$ cat src/rtl/spi_accel_responder.sv
// spi_accel_responder: SPI mode-0 register-file responder for the accelerometer link.
// Ports:
//   ck, nRST           system clock, asynchronous active-low reset
//   sclk, nCS, mosi    SPI pins from the controller (asynchronous, synchronized here)
//   miso, miso_oe      serial read data and its drive-enable
//   busy               transaction in progress
//   wr_pulse/addr/data one-ck strobe and payload of a committed register write
//   cmd_err            one-ck strobe on an unknown instruction byte
module spi_accel_responder #(
    parameter int ADDR_W = 6,
    parameter int RO_TOP = 3
) (
    input  logic              ck,
    input  logic              nRST,
    input  logic              sclk,
    input  logic              nCS,
    input  logic              mosi,
    output logic              miso,
    output logic              miso_oe,
    output logic              busy,
    output logic              wr_pulse,
    output logic [ADDR_W-1:0] wr_addr,
    output logic [7:0]        wr_data,
    output logic              cmd_err
);
    localparam int DEPTH = 1 << ADDR_W;
    localparam logic [ADDR_W-1:0] RO_LIM = ADDR_W'(RO_TOP);

    typedef enum logic [2:0] {IDLE, INSTR, ADDR, RD, WR, SKIP} state_t;

    state_t            state_q, state_d;
    logic [1:0]        sclk_sync_q, ncs_sync_q, mosi_sync_q;
    logic              sclk_prev_q, ncs_prev_q;
    logic [2:0]        bit_q;
    logic [6:0]        shift_q;
    logic [7:0]        tx_q;
    logic [ADDR_W-1:0] addr_q;
    logic              is_rd_q, load_q;
    logic              miso_q, miso_oe_q, wr_pulse_q, cmd_err_q;
    logic [ADDR_W-1:0] wr_addr_q;
    logic [7:0]        wr_data_q;
    logic [7:0]        regs_q [DEPTH];

    logic sclk_s, ncs_s, mosi_s;
    logic sclk_rise, sclk_fall, ncs_rise, ncs_fall;
    logic byte_done, instr_ok, shifting, abort;
    logic [7:0] byte_in;

    function automatic logic [7:0] rst_val(input int i);
        return i == 0 ? 8'hAD : i == 1 ? 8'h1D : i == 2 ? 8'hF2 : i == 3 ? 8'h01 : 8'h00;
    endfunction

    assign sclk_s    = sclk_sync_q[1];
    assign ncs_s     = ncs_sync_q[1];
    assign mosi_s    = mosi_sync_q[1];
    assign sclk_rise = sclk_s & ~sclk_prev_q;
    assign sclk_fall = ~sclk_s & sclk_prev_q;
    assign ncs_rise  = ncs_s & ~ncs_prev_q;
    assign ncs_fall  = ~ncs_s & ncs_prev_q;
    assign byte_in   = {shift_q, mosi_s};
    assign byte_done = sclk_rise && bit_q == 3'd7;
    assign instr_ok  = byte_in == 8'h0B || byte_in == 8'h0A;
    assign shifting  = state_q inside {INSTR, ADDR, RD, WR};
    // nCS rise outranks any sclk edge seen in the same cycle
    assign abort     = state_q != IDLE && ncs_rise;

    // nCS synchronizer resets to "selected" so a frame already running at
    // reset release produces no fall and is ignored until nCS returns high.
    always_ff @(posedge ck or negedge nRST) begin
        if (!nRST) begin
            sclk_sync_q <= 2'b00;
            ncs_sync_q  <= 2'b00;
            mosi_sync_q <= 2'b00;
            sclk_prev_q <= 1'b0;
            ncs_prev_q  <= 1'b0;
        end else begin
            sclk_sync_q <= {sclk_sync_q[0], sclk};
            ncs_sync_q  <= {ncs_sync_q[0], nCS};
            mosi_sync_q <= {mosi_sync_q[0], mosi};
            sclk_prev_q <= sclk_s;
            ncs_prev_q  <= ncs_s;
        end
    end

    always_ff @(posedge ck or negedge nRST) begin
        if (!nRST) state_q <= IDLE;
        else       state_q <= state_d;
    end

    always_comb begin
        state_d = state_q;
        case (state_q)
            IDLE:    state_d = ncs_fall ? INSTR : IDLE;
            INSTR:   state_d = byte_done ? (instr_ok ? ADDR : SKIP) : INSTR;
            ADDR:    state_d = byte_done ? (is_rd_q ? RD : WR) : ADDR;
            default: state_d = state_q;
        endcase
        if (abort) state_d = IDLE;
    end

    always_comb begin
        busy     = state_q != IDLE;
        miso     = miso_q;
        miso_oe  = miso_oe_q;
        wr_pulse = wr_pulse_q;
        wr_addr  = wr_addr_q;
        wr_data  = wr_data_q;
        cmd_err  = cmd_err_q;
    end

    // load_q marks that the next sclk fall must fetch a fresh byte from
    // regs_q[addr_q]; it is set at the end of the address byte and after
    // every completed read byte, which gives burst reads for free.
    always_ff @(posedge ck or negedge nRST) begin
        if (!nRST) begin
            bit_q      <= 3'd0;
            shift_q    <= 7'd0;
            tx_q       <= 8'd0;
            addr_q     <= '0;
            is_rd_q    <= 1'b0;
            load_q     <= 1'b0;
            miso_q     <= 1'b0;
            miso_oe_q  <= 1'b0;
            wr_pulse_q <= 1'b0;
            wr_addr_q  <= '0;
            wr_data_q  <= 8'd0;
            cmd_err_q  <= 1'b0;
            for (int i = 0; i < DEPTH; i++) regs_q[i] <= rst_val(i);
        end else begin
            wr_pulse_q <= 1'b0;
            cmd_err_q  <= 1'b0;
            if (abort) begin
                miso_q    <= 1'b0;
                miso_oe_q <= 1'b0;
                load_q    <= 1'b0;
            end else if (state_q == IDLE && ncs_fall) begin
                bit_q <= 3'd0;
            end else if (sclk_rise && shifting) begin
                bit_q   <= bit_q + 3'd1;
                shift_q <= byte_in[6:0];
                if (bit_q == 3'd7) begin
                    case (state_q)
                        INSTR: begin
                            is_rd_q   <= byte_in == 8'h0B;
                            cmd_err_q <= !instr_ok;
                        end
                        ADDR: begin
                            addr_q <= byte_in[ADDR_W-1:0];
                            load_q <= is_rd_q;
                        end
                        RD: begin
                            addr_q <= addr_q + 1'b1;
                            load_q <= 1'b1;
                        end
                        WR: begin
                            addr_q <= addr_q + 1'b1;
                            if (addr_q > RO_LIM) begin
                                regs_q[addr_q] <= byte_in;
                                wr_pulse_q     <= 1'b1;
                                wr_addr_q      <= addr_q;
                                wr_data_q      <= byte_in;
                            end
                        end
                        default: ;
                    endcase
                end
            end else if (sclk_fall && state_q == RD) begin
                if (load_q) begin
                    miso_q    <= regs_q[addr_q][7];
                    tx_q      <= {regs_q[addr_q][6:0], 1'b0};
                    miso_oe_q <= 1'b1;
                    load_q    <= 1'b0;
                end else begin
                    miso_q <= tx_q[7];
                    tx_q   <= {tx_q[6:0], 1'b0};
                end
            end
        end
    end
endmodule

$ cat config.mk
export PLATFORM = sky130hd
export DESIGN_NAME = spi_accel_responder
export DESIGN_NICKNAME = d
export VERILOG_FILES = /design/src/rtl/spi_accel_responder.sv
export SDC_FILE = /design/constraint.sdc
export NUM_CORES = 1
export LEC_CHECK = 0
export CAP_MARGIN = 20
export CORE_MARGIN = 2
export CORE_UTILIZATION = 63
export DETAILED_ROUTE_END_ITERATION = 6
export GPL_TIMING_DRIVEN = 1
export HOLD_SLACK_MARGIN = 0.02
export MAX_ROUTING_LAYER = met4
export PLACE_DENSITY = 0.8
export RECOVER_POWER = 50
export SLEW_MARGIN = 5
export SYNTH_ARGS = -nofsm -noshare
export SYNTH_HDL_FRONTEND = slang
export SYNTH_SLANG_ARGS = --single-unit
$ cat constraint.sdc
create_clock -name ck -period 2.6 [get_ports ck]
set_input_delay 0.39 -clock ck [delete_from_list [all_inputs] [get_ports ck]]
set_output_delay 0.39 -clock ck [all_outputs]
set_load 0.005 [all_outputs]
# After elaboration in Yosys (flattened, before gate mapping)

Index checks and enable logic that the tools add are counted.

Add/sub/neg operators: 2
$lt $le $gt $ge: 3
Eq/ne operators: 11
Muxes and demuxes: 44
Bitwise operators: 12
Reductions and logical operators: 27

Operators by type and width:

| cell                  | count |
|---|---|
| $bwmux W512           | 1 |
| $bmux W8 S6           | 1 |
| $demux W8 S6          | 1 |
| $mux W8               | 4 |
| $mux W1               | 27 |
| $mux W3               | 7 |
| $eq A8 B4 Y1 const B  | 2 |
| $pmux W6 S2           | 1 |
| $reduce_and A4 Y1     | 3 |
| $reduce_and A5 Y1     | 2 |
| $pmux W3 S3           | 1 |
| $reduce_bool A2 Y1    | 4 |
| $reduce_bool A4 Y1    | 2 |
| $ge A7 B7 Y1 const B  | 1 |
| $lt A7 B1 Y1 const B  | 1 |
| $not A1 Y1            | 7 |
| $not A6 Y7            | 1 |
| $add A6 B1 Y6 const B | 1 |
| $eq A3 B2 Y1 const B  | 2 |
| $eq A3 B3 Y1 const B  | 2 |
| $gt A6 B2 Y1 const B  | 1 |
| $logic_and A1 B1 Y1   | 6 |
| $reduce_and A3 Y1     | 2 |
| $reduce_and A6 Y1     | 1 |
| other kinds (13)      | 18 |

Flip-flop bits (word level): 567
Output and inout bits: 19

# Depth between registers and ports, before layout

Gate-level depths: netlist of the first run.

Depth after elaboration: 9
Depth in mapped cells: 10
Depth with buffers taken out: 7

# Worst setup path before layout of the first run

OpenSTA, ideal clock, no wires.

Path kind: flip-flop to flip-flop
Start: register state_q[0]
End: register regs_q[32] (netlist name)
Setup time: 0.128 ns
Data arrival time: 2.209 ns
Required time: 2.472 ns
Slack: 0.263 ns
Stages on the path, launching flop included: 8
Period minus slack after synthesis: 2.337 ns
Path through: dfrtp_1 -> o21ai_1 -> nand4_4 -> nor3_4 -> buf_6 -> nand3_4 -> nor2_8 -> mux2_1

Longest elaborated chain between the ends: 4
Elaborated cells between the ends (all ways): 13

RTL lines:

| what                                              | RTL line | text |
|---|---|---|
| start, declared                                   | 31       | `state_t state_q, state_d;` |
| start signal, assigned                            | 87       | `else state_q <= state_d;` |
| $eq A3 B1 Y1, or another cell as far along        | 63       | `assign shifting = state_q inside {INSTR, ADDR, RD, WR};` |
| $reduce_bool A4 Y1, or another cell as far along  | 63       |  |
| $logic_and A1 B1 Y1 or $not A1 Y1 (tied branches) | n/a      |  |
| $reduce_and A6 Y1 (no line) *                     | n/a      |  |
| end signal, assigned by index                     | 158      | `regs_q[addr_q] <= byte_in;` |
| end, declared                                     | 42       | `logic [7:0] regs_q [DEPTH];` |

Mark *: on every way between the ends. The rest lies on a longest branch, timed or not.
A chain may end at the register's enable or synchronous reset.

# Worst setup path after layout of the first run

Start: register addr_q[1]
End: register tx_q[7]

Longest elaborated chain between the ends: 5

RTL lines:

| what                                       | RTL line | text |
|---|---|---|
| start, declared                            | 37       | `logic [ADDR_W-1:0] addr_q;` |
| start signal, assigned                     | 148      | `addr_q <= byte_in[ADDR_W-1:0];` |
| start signal, assigned                     | 152      | `addr_q <= addr_q + 1'b1;` |
| start signal, assigned                     | 156      | `addr_q <= addr_q + 1'b1;` |
| $not A6 Y7 (implied by the code)           | 170      | `tx_q <= {regs_q[addr_q][6:0], 1'b0};` |
| $bmux W8 S6                                | 170      |  |
| $mux W8 (implied by the code) (2 in a row) | 170      |  |
| $mux W8                                    | 168      | `if (load_q) begin` |
| end signal, assigned                       | 170      |  |
| end signal, assigned                       | 175      | `tx_q <= {tx_q[6:0], 1'b0};` |
| end, declared                              | 36       | `logic [7:0] tx_q;` |

No other way between the ends. The select of a mux whose other input is x is not followed.

==> impl_results.md, run 1 <==
- Status: complete, but fails checks
- Failing checks: negative setup slack
- Die ar.: 0.04251 sq mm
- PD cells: 614.8 mW/mm^2
- Startpoint types: flip-flop
- Adder-cell share of the synthesized area: 0.1457%
- Worst VDD drop: 0.0005787 V
- Register area: 0.01420 sq mm
- Antenna violations before repair: 0
- Post-route clock period utilization: 100.4%
- Worst reg2reg path depth: 7
- Mean Syn Cell Area: 13.52 sq um
- Vias: 17,440
- Worst Hold Class: in2async
- Tot GR Track Use: 36.03%
- CTS tree: built
- Fillcell total: 2,583
- Critical Path Sink Type: flip-flop
- Pre-CTS setup slack: -281.1 ps
- Die W: 206.2 um
- Final min period: 2610 ps
- Largest net degree at the start of global routing: 79
- Synth top area cells: dfrtp_1 (54%), mux2_2 (20%), mux4_2 (3.7%)
- Hold Fails Final Rpt: 0
- Vias in the first global route: 18,020
- Most frequent cell after synthesis: dfrtp_1
- Yosys cell types: 72
- Share of the synthesized area in the top cell type: 53.54%
- Post-synthesis cell area: 0.02575 sq mm
- Later-pin clock latency in the skew report: 610 ps
- Complex-gate fraction of the synthesized area: 6.889%
- Synth Area in Simple Gates: 5.946%
- Total chip power: 18.20 mW
- Post-Synth XOR/XNOR Area: 0%
- Die span in y: 206.2 um
- CTS sink count: 566
- Critical path origin: addr_q[1]
- Post-synth EDFFs: 0
- Leak: 13.96 nW
- Ant. Diodes: 0
- Core area: 0.04055 sq mm
- GR Util met2: 54.77%
- Fin worst setup slack: -10.40 ps
- Clock skew: 13.20 ps
- Multiplexer share of the synthesized area: 29.10%
- List of most frequent post-synthesis cells: dfrtp_1 (551), mux2_2 (456), clkbuf_1 (131), mux2i_1 (77), nand2_1 (76)
- Dpl cell area: 0.02784 sq mm
- Reg-to-Reg End: tx_q[7]
- GRT met1 Usage: 48.37%
- Worst-path clk slew: 60 ps
- Syn Inst Count: 1,905
- Nets: 1,995
- # DRC: 0
- Max Transition Viols Final: 0
- Setup total negative slack: -10.40 ps
- Fraction of registers with async set/reset: 100.0%
- Rows: 74
- WS Path Type: reg2reg
- Max-cap viol count: 0
- HPWL after DPL: 47.03 mm
- Worst reg2reg startpoint: addr_q[1]
- Root Driver: clkbuf_16
- Average vias per placed instance: 6.805
- YS warnings: 0
- Initial DRC count: 1,672
- Total congestion overflow: 0
- Yosys reg bits: 566
- Min Hold Slack: 317.6 ps
- Initial core utilization: 63.51%
- Share of cells above drive strength 1: 41.51%
- WP data required: 3060 ps
- Post-synth top area cell: dfrtp_1
- # IOs: 24
- Final Cell Area: 0.02960 sq mm
- Final non-filler cell total: 2,563
- Achievable clock frequency: 0.3831 GHz
- Slew @ Worst Pin: 1386 ps
- RSZ-0062 raised after global routing: false
- Routed WL: 71.84 mm
- Wire length per cell: 28.03 um
- Inst Count DP: 2,457
- Synth-to-layout area growth: 14.93%
- Post-Syn Nets: 1,913
- CTS H-tree depth: 2
- Slew margin rel.: 7.626%
- Antenna viol nets, final: 0
- Pre-antenna DRT Iters: 5
- GRT busiest layer: met2
- Register area share after synthesis: 55.07%
- Global-route wire length before repair: 110.5 mm
- Main synth FF type: dfrtp_1
- Multi-input gate area: 0.01093 sq mm
- Setup-failing EPs final: 1
- Crit path DAT: 3070 ps
- RD Place Congestion: 0.9540
- Final Util: 72.99%
- CTS Buf Count: 57
- Register-to-Register Setup Slack: -10 ps
- Clock buffer depth: 3
- Met3 Usage GRT: 7.096%
- IO buf count: 23
- Largest family of logic cells by synthesized area: multiplexers
- Max FO, Critical Path: 24
==> power breakdown <==
part	total (mW)	internal [mW]	switching, mW
Sequential	9.04	8.87	0.171
Combinational	1.27	0.206	1.07
Clock	7.88	4.47	3.41
Total	18.2	13.5	4.65
==> critical path, stage by stage, from the launching register on <==
cell,delay [ps]
dfrtp_4,570
buf_12,250
mux2_2,360
a221oi_1,380
nor2_1,150
o21ai_0,310
nor4bb_2,300
a31oi_1,120
==> registers in the layout, indices dropped and copies added (netlist names), 2 cells and up <==
name         count
bit_q            3
mosi_sync_q      2
ncs_sync_q       2
state_q          3
shift_q          7
regs_q         512
sclk_sync_q      2
tx_q             7
addr_q           6
wr_addr          6
wr_data          8
==> how the worst max path moves through the flow <==
stage                  end  slack, ps  cells past startpoint
3_3_place_gp    regs_q[29]       -200                      7
4_1_cts        regs_q[303]          3                      7
2_1_floorplan   regs_q[32]        260                      7
3_5_place_dp   regs_q[348]       -280                      7
6_report           tx_q[7]        -10                      7
5_1_grt            tx_q[7]          2                      7
==> cells by family (layout without fill, tap and decap cells) <==
group / count (synthesis) / in the layout
compound gates: 250 / 250
fa+ha+maj: 3 / 3
buf+inv: 182 / 308
flops: 566 / 566
mux: 632 / 632
simple gates: 272 / 272
==> cell usage in the layout (no fill, tap or decap), types with 13 or more instances in the layout <==
cell type	instances
mux2_2	456
clkbuf_1	32
buf_12	40
buf_4	114
mux2i_1	77
clkbuf_16	57
nand3_1	32
dfrtp_1	540
nor2_2	32
clkdlybuf4s50_1	19
a22oi_1	41
a22o_1	14
a221oi_1	45
a21oi_1	44
mux4_2	42
nor2_1	52
a31oi_1	13
nand2_1	70
o21ai_0	32
mux2_1	57
==> cell type report <==
cell class | count | area share (%)
well taps | 532 | 2.249
inverters | 6 | 0.07609
multi-input cells | 1157 | 36.92
flip-flops and latches | 566 | 47.99
clock buffers | 86 | 5.592
repair buffers | 199 | 6.768
clock inverters | 17 | 0.4100
==> metal layers <==
| metal | part of all wire, % | up-vias |
|---|---|---|
| li1 | - | 7158 |
| met1 | 41 | 9263 |
| met2 | 47 | 806 |
| met3 | 8.0 | 215 |
| met4 | 4.2 | 0 |
| met5 | 0 | - |
==> repair_timing <==
item | 4_1_cts | 5_1_grt
hold buffers | 1 | 0
gates resized for setup | 8 | 14
setup endpoints to repair | 148 | 183
setup buffers | 0 | 2
pin swaps | 0 | 1
endpoints found under the hold margin | 53 | 0
(Power assumes the default switching activity.)
==> run 2, diff against run 1 <==
--- a/config.mk
+++ b/config.mk
@@ -6,7 +6,6 @@
 export NUM_CORES = 1
 export LEC_CHECK = 0
 export CAP_MARGIN = 20
-export CORE_MARGIN = 2
 export CORE_UTILIZATION = 63
 export DETAILED_ROUTE_END_ITERATION = 6
 export GPL_TIMING_DRIVEN = 1
==> run 2 against run 1 <==
Net effect:
- the run ends with max-capacitance violations, max-slew violations left
- register-to-register slack better by 30 ps
- first-iteration DRC count up 12%
- critical path depth unchanged
- setup slack better by 27 ps
- design area grew 0.16%
- clock-buffer cell count grew 1
- combinational power fell by 6%
- global-route usage rose by 1.2 points
- cell count increased by 0.31%
- non-clock buffer count is 16 higher
- worst hold slack gained 22 ps
- critical endpoint is now tx_q[1]
- largest cell class unchanged
==> impl_results.md, run 2 (same netlist as run 1, synthesis figures left out) <==
- Status: complete, but fails checks
- Failing checks: max-capacitance violations, max-slew violations
- Vias in the first global route: 17,850
- Slew @ Worst Pin: 1587 ps
- Worst Hold Class: in2reg
- Critical path origin: addr_q[0]
- P_sw: 4.617 mW
- Achievable clock frequency: 0.3871 GHz
- Final Util: 74.11%
- Max FFs per register: 512
- Most flops, register: regs_q
- Max-cap viol count: 1
- Total chip power: 18.43 mW
- Internal power: 13.82 mW
- Global-route wire length before repair: 111.8 mm
- Root Driver: clkbuf_16
- PD cells: 621.7 mW/mm^2
- Pre-antenna DRT Iters: 7
- Critical-path top delay cell: dfrtp_4
- RD Place Congestion: 0.9568
- HPWL after DPL: 47.33 mm
- CP cell instances: buf_12 -> mux4_2 -> a22o_1 -> a222oi_1 -> o21ai_0 -> a211oi_1 -> a31oi_1
- Hold Fails Final Rpt: 0
- Clock skew: 25.87 ps
- Max incr delay on CP: 510 ps
- Initial core utilization: 64.38%
- Nets: 2,010
- Startpoint types: flip-flop
- Post-route clock period utilization: 99.35%
- Total congestion overflow: 0
- IO buf count: 23
- Inst Count DP: 2,466
- CTS H-tree depth: 2
- Largest net degree at the start of global routing: 71
- Die ar.: 0.04169 sq mm
- Share of cells above drive strength 1: 42.20%
- Core area: 0.04001 sq mm
- Slew margin rel.: -5.806%
- Wire length per cell: 28.13 um
- Average vias per placed instance: 6.732
- Die W: 204.2 um
- RSZ-0062 raised after global routing: false
- Crit path DAT: 3080 ps
- Logic pwr share: 6.5%
- Hold_sp: nCS
- Critical Path Sink Type: flip-flop
- Initial DRC count: 1,870
- Vias: 17,310
- Final min period: 2583 ps
- Setup-failing EPs final: 0
- Register area: 0.01420 sq mm
- Clock buffer depth: 3
- Final non-filler cell total: 2,571
- Pre-CTS setup slack: -128.4 ps
- Sw Share: 25.05%
- CTS tree: built
- # IOs: 24
- Later-pin clock latency in the skew report: 630 ps
- # DRC: 0
- Die span in y: 204.2 um
- Multi-input gate area: 0.01089 sq mm
- CTS sink count: 566
- WP data required: 3090 ps
- Commonest non-fill, non-tap cell in the layout: dfrtp_1
- Flop pwr share: 49.1%
- Antenna violations before repair: 0
- Commonest cells after routing, fill and taps aside: dfrtp_1 (540), mux2_2 (456), buf_4 (146)
- Worst VDD drop: 0.0005307 V
- Final Cell Area: 0.02965 sq mm
- Max Transition Viols Final: 48
- Dpl cell area: 0.02781 sq mm
- Rows: 73
- Fin worst setup slack: 16.99 ps
- Synth-to-layout area growth: 15.12%
- Worst reg2reg startpoint: addr_q[0]
- CTS Buf Count: 56
- Fillcell total: 2,425
- Worst-path clk slew: 70 ps
- Leak: 14.09 nW
- Antenna viol nets, final: 0
- Tot GR Track Use: 37.20%
- Max FO, Critical Path: 20
- Routed WL: 72.33 mm
- Clk network pwr share: 44.4%
- WS Path Type: reg2reg
## run 2: per-stage QoR
| step | TNS, ps | hold WS (ps) |
|---|---|---|
| after detailed placement | -4142 | 335.5 |
| after floorplan | 0 | 94.41 |
| after global routing | 0 | 331.7 |
| after global placement | -3164 | 334.1 |
| after CTS | -48.61 | 208.7 |
| final | 0 | 339.9 |
## run 2: path summary, 6_finish.rpt
path / end / slack [ps] / depth (start not counted)
hold / removal: ncs_sync_q[0] / 340 / 1
max in group asynchronous: regs_q[429] / 400 / 3
min in group asynchronous: wr_data[0] / 710 / 2
setup / recovery: tx_q[1] / 20 / 7
setup reg to reg: tx_q[1] / 20 / 7
hold reg to reg: ncs_sync_q[1] / 350 / 0
## run 2: power groups by stage
| stage | logic [mW] | registers (mW) | clock network (mW) |
|---|---|---|---|
| final | 1.19 | 9.06 | 8.18 |
| after global routing | 1.27 | 9.06 | 8.62 |
| after CTS | 1.20 | 9.05 | 8.26 |
| after detailed placement | 1.18 | 9.22 | 0 |
| after global placement | 1.15 | 9.21 | 0 |
| after floorplan | 0.638 | 9.05 | 0 |
## run 2: timing repair
| action | in CTS | in global routing |
|---|---|---|
| pin swaps | 0 | 1 |
| endpoints found under the hold margin | 32 | 0 |
| gates resized for setup | 2 | 7 |
| setup buffers | 0 | 2 |
| setup endpoints to repair | 53 | 45 |
| hold buffers | 1 | 0 |
## run 2: layer usage
layer	track usage, %	wire length, um
met3	5.883	5794
met2	56.38	34520
met5	-	0
met4	15.33	2787
met1	50.48	29230
## run 2: final cells by class
cell class / instances / area share (%)
sequential: 566 / 47.91
multi-input combinational: 1157 / 36.74
timing repair buffer: 215 / 6.811
clock buffer: 87 / 5.731
tap: 525 / 2.216
clock inverter: 14 / 0.5149
inverter: 6 / 0.07596
antenna: 1 / 0.008440
## run 2: worst max-delay path, delay by kind of cell, from the launching register on
family	cells	cell delay, ps
muxes	1	510
buffers and inverters	1	210
AOI/OAI and AO/OA	5	1240
DFF	1	510
